## src/rtl/uram_wide_loader_arb.sv

```systemverilog
// Load sequencer and two-port round-robin read arbiter for uram_wide.
// Streams a full image into the URAM, then shares its read port.
module uram_wide_loader_arb #(
  parameter int ADDR_LEN     = 9,
  parameter int DATA_LEN     = 128,
  parameter int DIN_LEN      = 8,
  parameter int DRAIN_CYCLES = 3,
  parameter int RD_LATENCY   = 2
) (
  input  logic                clk,
  input  logic                rst_n,
  input  logic                load_start,
  input  logic [ADDR_LEN:0]   load_rows,
  input  logic [DIN_LEN-1:0]  s_data,
  input  logic                s_valid,
  output logic                s_ready,
  output logic                load_busy,
  output logic                load_done,
  input  logic                rd0_req,
  input  logic [ADDR_LEN-1:0] rd0_addr,
  output logic                rd0_gnt,
  input  logic                rd1_req,
  input  logic [ADDR_LEN-1:0] rd1_addr,
  output logic                rd1_gnt,
  output logic                rsp_valid,
  output logic                rsp_id,
  output logic [DATA_LEN-1:0] rsp_data,
  output logic                uram_we,
  output logic [DIN_LEN-1:0]  uram_din,
  output logic                uram_din_valid,
  output logic [ADDR_LEN-1:0] uram_addr,
  input  logic [DATA_LEN-1:0] uram_dout
);

  localparam int XFERS = DATA_LEN / DIN_LEN;
  localparam int BW = (XFERS > 1) ? $clog2(XFERS) : 1;
  localparam int DW = (DRAIN_CYCLES > 0) ?
                      $clog2(DRAIN_CYCLES + 1) : 1;
  localparam logic [BW-1:0] BEAT_MAX = BW'(XFERS - 1);
  localparam logic [DW-1:0] DRAIN_MAX = DW'(DRAIN_CYCLES);
  localparam logic [ADDR_LEN:0] DEPTH =
    {1'b1, {ADDR_LEN{1'b0}}};

  typedef enum logic [1:0] {
    IDLE, LOAD, DRAIN, READY
  } state_t;

  state_t state, state_nx;

  logic [ADDR_LEN:0]     rows_q;
  logic [ADDR_LEN:0]     row_cnt;
  logic [ADDR_LEN:0]     rows_clamp;
  logic [BW-1:0]         beat_cnt;
  logic [DW-1:0]         drain_cnt;
  logic                  accept;
  logic                  last_beat;
  logic                  start;
  logic                  ready_st;
  logic                  last_gnt;
  logic [RD_LATENCY-1:0] sr_v;
  logic [RD_LATENCY-1:0] sr_id;

  assign rows_clamp = (load_rows > DEPTH) ? DEPTH : load_rows;
  assign ready_st   = (state == READY);
  assign start      = load_start &&
                      (state == IDLE || state == READY);
  assign s_ready    = (state == LOAD);
  assign uram_we    = (state == LOAD) || (state == DRAIN);
  assign load_busy  = uram_we;
  assign accept     = s_valid && s_ready;
  assign last_beat  = accept && (beat_cnt == BEAT_MAX) &&
                      (row_cnt == rows_q - 1'b1);

  always_comb begin
    state_nx = state;
    unique case (state)
      IDLE, READY: begin
        if (load_start)
          state_nx = (rows_clamp == '0) ? READY : LOAD;
      end
      LOAD: begin
        if (last_beat) state_nx = DRAIN;
      end
      DRAIN: begin
        if (drain_cnt == DRAIN_MAX) state_nx = READY;
      end
      default: state_nx = IDLE;
    endcase
  end

  // last_gnt=1 after reset so rd0 wins the first contested cycle
  assign rd0_gnt = ready_st && rd0_req &&
                   (!rd1_req || last_gnt);
  assign rd1_gnt = ready_st && rd1_req &&
                   (!rd0_req || !last_gnt);

  always_comb begin
    uram_addr = '0;
    unique case (1'b1)
      rd0_gnt: uram_addr = rd0_addr;
      rd1_gnt: uram_addr = rd1_addr;
      default: uram_addr = '0;
    endcase
  end

  assign rsp_valid = sr_v[RD_LATENCY-1];
  assign rsp_id    = sr_id[RD_LATENCY-1];
  assign rsp_data  = uram_dout;

  always_ff @(posedge clk or negedge rst_n) begin
    if (!rst_n) begin
      state          <= IDLE;
      rows_q         <= '0;
      row_cnt        <= '0;
      beat_cnt       <= '0;
      drain_cnt      <= '0;
      load_done      <= 1'b0;
      uram_din       <= '0;
      uram_din_valid <= 1'b0;
      last_gnt       <= 1'b1;
      sr_v           <= '0;
      sr_id          <= '0;
    end else begin
      state          <= state_nx;
      uram_din_valid <= accept;
      if (accept) uram_din <= s_data;
      load_done <= (start && rows_clamp == '0) ||
                   (state == DRAIN &&
                    drain_cnt == DRAIN_MAX);
      if (start) begin
        rows_q    <= rows_clamp;
        row_cnt   <= '0;
        beat_cnt  <= '0;
        drain_cnt <= '0;
      end
      if (accept) begin
        if (beat_cnt == BEAT_MAX) begin
          beat_cnt <= '0;
          row_cnt  <= row_cnt + 1'b1;
        end else begin
          beat_cnt <= beat_cnt + 1'b1;
        end
      end
      if (state == DRAIN) drain_cnt <= drain_cnt + 1'b1;
      if (rd0_gnt || rd1_gnt) last_gnt <= rd1_gnt;
      sr_v[0]  <= rd0_gnt || rd1_gnt;
      sr_id[0] <= rd1_gnt;
      for (int i = 1; i < RD_LATENCY; i++) begin
        sr_v[i]  <= sr_v[i-1];
        sr_id[i] <= sr_id[i-1];
      end
    end
  end

endmodule

```

## config.mk

```make
export PLATFORM = sky130hd
export DESIGN_NAME = uram_wide_loader_arb
export DESIGN_NICKNAME = d
export VERILOG_FILES = /design/src/rtl/uram_wide_loader_arb.sv
export SDC_FILE = /design/constraint.sdc
export NUM_CORES = 1
export LEC_CHECK = 0
export BUFFER_PORTS_ARGS = -buffer_cell sky130_fd_sc_hd__buf_2
export CORE_AREA = 2 2 127 129
export DETAILED_ROUTE_END_ITERATION = 10
export DIE_AREA = 0 0 129 131
export SETUP_SLACK_MARGIN = 0.2
export SYNTH_ARGS = -nofsm -noshare
export SYNTH_HDL_FRONTEND = slang
export SYNTH_SLANG_ARGS = --single-unit
```

## constraint.sdc

```tcl
create_clock -name clk -period 5.6 [get_ports clk]
set_clock_uncertainty 0.2 [all_clocks]
set_input_delay 1.12 -clock clk [delete_from_list [all_inputs] [get_ports clk]]
set_output_delay 1.12 -clock clk [all_outputs]
set_load 0.02 [all_outputs]
```

==> parameters.txt <==
Parameter                              Value

Route
  Highest metal layer with signal wires ... met4
  Remaining antenna violation count after routing ... 0
  Detail-routed net length per standard cell ... 18.3 µm
  First-iteration detailed-routing DRC count ... 136
  Post-route met1 wirelength ... 3000 µm
  Vias per cell ... 4.28
  Sum of met3 wire segment lengths after detailed routing ... 1190 µm
  First-pass DRT Iterations ... 4
  Overall routed net length ... 9740 µm
  Vias ... 2,278
  Detailed route wirelength on metal2 ... 5180 µm
  Remaining DRCs ... 0

Clock tree
  TritonCTS clock tree ... yes
  # clock sinks ... 43
  Total CTS buffers ... 5
  Post-cts repair resize count ... 0
  Number of post-CTS setup repair buffers ... 0
  Clock network latency to the later pin of the worst-skew pair ... 0.29 ns
  Clock Tree Root ... sky130_fd_sc_hd__clkbuf_16
  Longest Clk Path Bufs ... 2
  Clock input transition at the sequential cells of the worst setup and hold paths ... 0.07 ns
  Hold buffer count at cts ... 0
  Max H-tree Level ... 2

Timing
  Normalized max-slew margin ... 0.334
  Pins over their slew limit ... 0
  Slew @ Worst Pin ... 0.999 ns
  Maximum achievable frequency ... 0.273 GHz
  Count of final hold-check violations ... 0
  RSZ-0062 raised after global routing ... no
  Tmin final ... 3.67 ns
  Post-route clock period utilization ... 0.655
  Setup violations, final ... 0
  Post-route setup TNS ... 0 ns

Layout
  Leading cell types in the layout, fill and taps excluded ... 67 x sky130_fd_sc_hd__buf_2, 49 x sky130_fd_sc_hd__nand2_1, 42 x sky130_fd_sc_hd__dfrtp_1
  Most common cell after layout, fill and taps aside ... sky130_fd_sc_hd__buf_2
  Fin nets ... 491
  Fraction of layout cells with a size suffix above 1 ... 0.271
  Post-synthesis to final-layout area growth ... -6.80%

Logic synthesis
  Number of cells produced by synthesis ... 375
  Total nets after synthesis ... 553
  Leading area contributor after synthesis ... sky130_fd_sc_hd__dfrtp_1
  Seq/Total Area, Yosys ... 0.327
  Area fraction of the dominant cell type after synthesis ... 0.319
  Ys async rst share ... 1.00
  Synthesized area per cell ... 8.79 µm²
  Synth Flop Type ... sky130_fd_sc_hd__dfrtp_1
  Number of warnings issued by yosys ... 0
  Post-Synthesis Cell Area ... 0.00329 mm²
  Count of flip-flops with a built-in enable after synthesis ... 0
  Top area cells in the synthesized netlist ... sky130_fd_sc_hd__dfrtp_1 32%, sky130_fd_sc_hd__buf_4 29%, sky130_fd_sc_hd__nand2_1 5.6%
  Count of cell types in the netlist ... 48
  Flip-flop and latch count after synthesis ... 43

Worst setup path
  Count of buffer and inverter cells on the critical path ... 2
  Crit path launch type ... input pin
  Kind of cell with the highest combined delay on the critical path ... compound AO/OA/AOI/OAI gates
  Launching element of the worst setup path ... rd0_req
  Required arrival time at the worst endpoint ... 4.28 ns
  Cells along the critical path ... buf_2 -> nand2_1 -> a21oi_1 -> a22o_1 -> buf_2
  Endpoint class of the critical path ... output pin
  Critical-path cell with the highest stage delay ... sky130_fd_sc_hd__a21oi_1
  CP Max Fanout ... 10
  WS Path Type ... input pin to output pin
  Most repeated library cell on the critical path ... sky130_fd_sc_hd__buf_2
  Critical path arrival ... 2.35 ns
  Stage delay of the slowest cell on the critical path ... 0.63 ns
  Reg-to-reg startpoint ... state[1]$_DFFE_PN0P_

Pwr
  Reported leakage power ... 0.00142 µW
  Post-layout total power ... 755 µW
  Part of the total power dissipated in combinational logic ... 0.097
  Power share of the clock group ... 0.450
  Internal power summed over all cells ... 567 µW
  Pwr dens ... 246 mW/mm²
  Switching power ... 189 µW
  Worst ir drop on vdd ... 126 µV
  Part of the power in registers ... 0.453
  Fraction of power spent switching nets ... 0.250

Global routing
  Antenna violations before repair ... 2
  Final global-route overflow total ... 0
  First-pass GRT wire length ... 14,000 µm
  Total track usage ... 0.112
  Maximum number of pins on one net before global-route repair ... 44
  Number of global-route vias before repair ... 2,311

Place
  Port-buffer cells ... 67
  Placer's final routability congestion estimate ... 0.833
  Post-DP HPWL ... 7970 µm

Status
  Result of the run ... finished, final reports clean

Die
  Starting density of the core ... 0.211
  Chip Width ... 129 µm
  Total number of placement rows ... 46
  Count of pins on the block boundary ... 324
  Die Area ... 0.0169 mm²
  Core region area ... 0.0156 mm²
  Y dimension of the die ... 131 µm

Hold path
  Startpoint of the most critical hold path ... sr_v[0]$_DFF_PN0_
  Kind of path behind the tightest hold check ... flip-flop to flip-flop

Run
  Maximum capacitance violations ... 0
## final timing paths
kind                                         to  slack (ns)  cells past startpoint
setup reg to reg           state[1]$_DFFE_PN0P_        2.45                      9
max in group asynchronous     sr_v[1]$_DFF_PN0_        3.78                      1
min in group asynchronous  row_cnt[4]$_DFF_PN0_        0.80                      1
setup / recovery                   uram_addr[1]        1.93                      5
hold reg to reg               sr_v[1]$_DFF_PN0_        0.15                      0
hold / removal                sr_v[1]$_DFF_PN0_        0.15                      0
## cell usage after synthesis (4+ instances only)
library cell / instances
sky130_fd_sc_hd__a22o_1: 13
sky130_fd_sc_hd__xor2_1: 5
sky130_fd_sc_hd__nand4_1: 6
sky130_fd_sc_hd__nand2_1: 49
sky130_fd_sc_hd__a21oi_1: 8
sky130_fd_sc_hd__nand3_1: 4
sky130_fd_sc_hd__dfrtp_1: 42
sky130_fd_sc_hd__ha_1: 8
sky130_fd_sc_hd__xnor2_1: 8
sky130_fd_sc_hd__clkbuf_1: 5
sky130_fd_sc_hd__inv_1: 10
sky130_fd_sc_hd__o21ai_0: 24
sky130_fd_sc_hd__o31ai_1: 5
sky130_fd_sc_hd__nor2_1: 10
sky130_fd_sc_hd__nand2b_1: 9
sky130_fd_sc_hd__buf_4: 129
## metrics by stage
stage	cells	cell area [µm²]	setup slack [ns]	util	hold WS [ns]
2_1_floorplan	375	3290	2.07	-	0.131
4_1_cts	530	3070	1.97	0.197	0.156
5_1_grt	532	3070	1.88	0.197	0.166
3_3_place_gp	522	2900	2.05	0.186	0.137
6_report	532	3070	1.93	0.197	0.154
3_5_place_dp	522	2900	1.97	0.186	0.141
## routing by layer
layer  global-route usage  vias to the layer above
met2                0.206                      191
met5                    0                        -
met1               0.0964                     1060
li1                     -                     1008
met4               0.0556                        0
met3               0.0639                       19
## sequential cells by signal (all words and copies together), names as in the netlist
register / flops
drain_cnt: 2
beat_cnt: 4
sr_id: 2
uram_din: 8
last_gnt: 1
load_done: 1
sr_v: 2
uram_din_valid: 1
row_cnt: 10
rows_q: 10
state: 2
## power groups by stage
stage                     Clock [µW]  Sequential, µW  Combinational [µW]
after CTS                        347             342                74.7
after floorplan                    0             351                 161
after detailed placement           0             348                74.5
after global routing             361             345                82.8
final                            340             342                73.4
after global placement             0             346                70.9
## worst register-to-register path, stage by stage, from the launching register on
cell and delay (ns):
sky130_fd_sc_hd__dfrtp_1 0.41, sky130_fd_sc_hd__inv_1 0.09, sky130_fd_sc_hd__ha_1 0.29, sky130_fd_sc_hd__nand2_1 0.33, sky130_fd_sc_hd__inv_2 0.32, sky130_fd_sc_hd__nand2_1 0.26
sky130_fd_sc_hd__a2111oi_4 0.33, sky130_fd_sc_hd__a41oi_1 0.17, sky130_fd_sc_hd__a211oi_2 0.29, sky130_fd_sc_hd__mux2_1 0.36
## cell families after synthesis
family          Yosys count  share of synthesized area
xor+xnor                 13                     0.0346
buf+inv                 147                      0.317
compound gates           66                      0.141
mux                       3                    0.00987
fa+ha+maj                 8                     0.0304
simple gates             95                      0.140
flops                    43                      0.327
## cell type report
class | instances | area [µm²]
clock buffers | 5 | 125
clock inverters | 3 | 43.8
repair buffers | 67 | 335
flip-flops and latches | 43 | 1080
diodes | 2 | 5.00
well taps | 216 | 270
multi-input cells | 185 | 1170
inverters | 11 | 41.3
fillers | 1721 | 12500
Power figures use the tool's default switching activity.
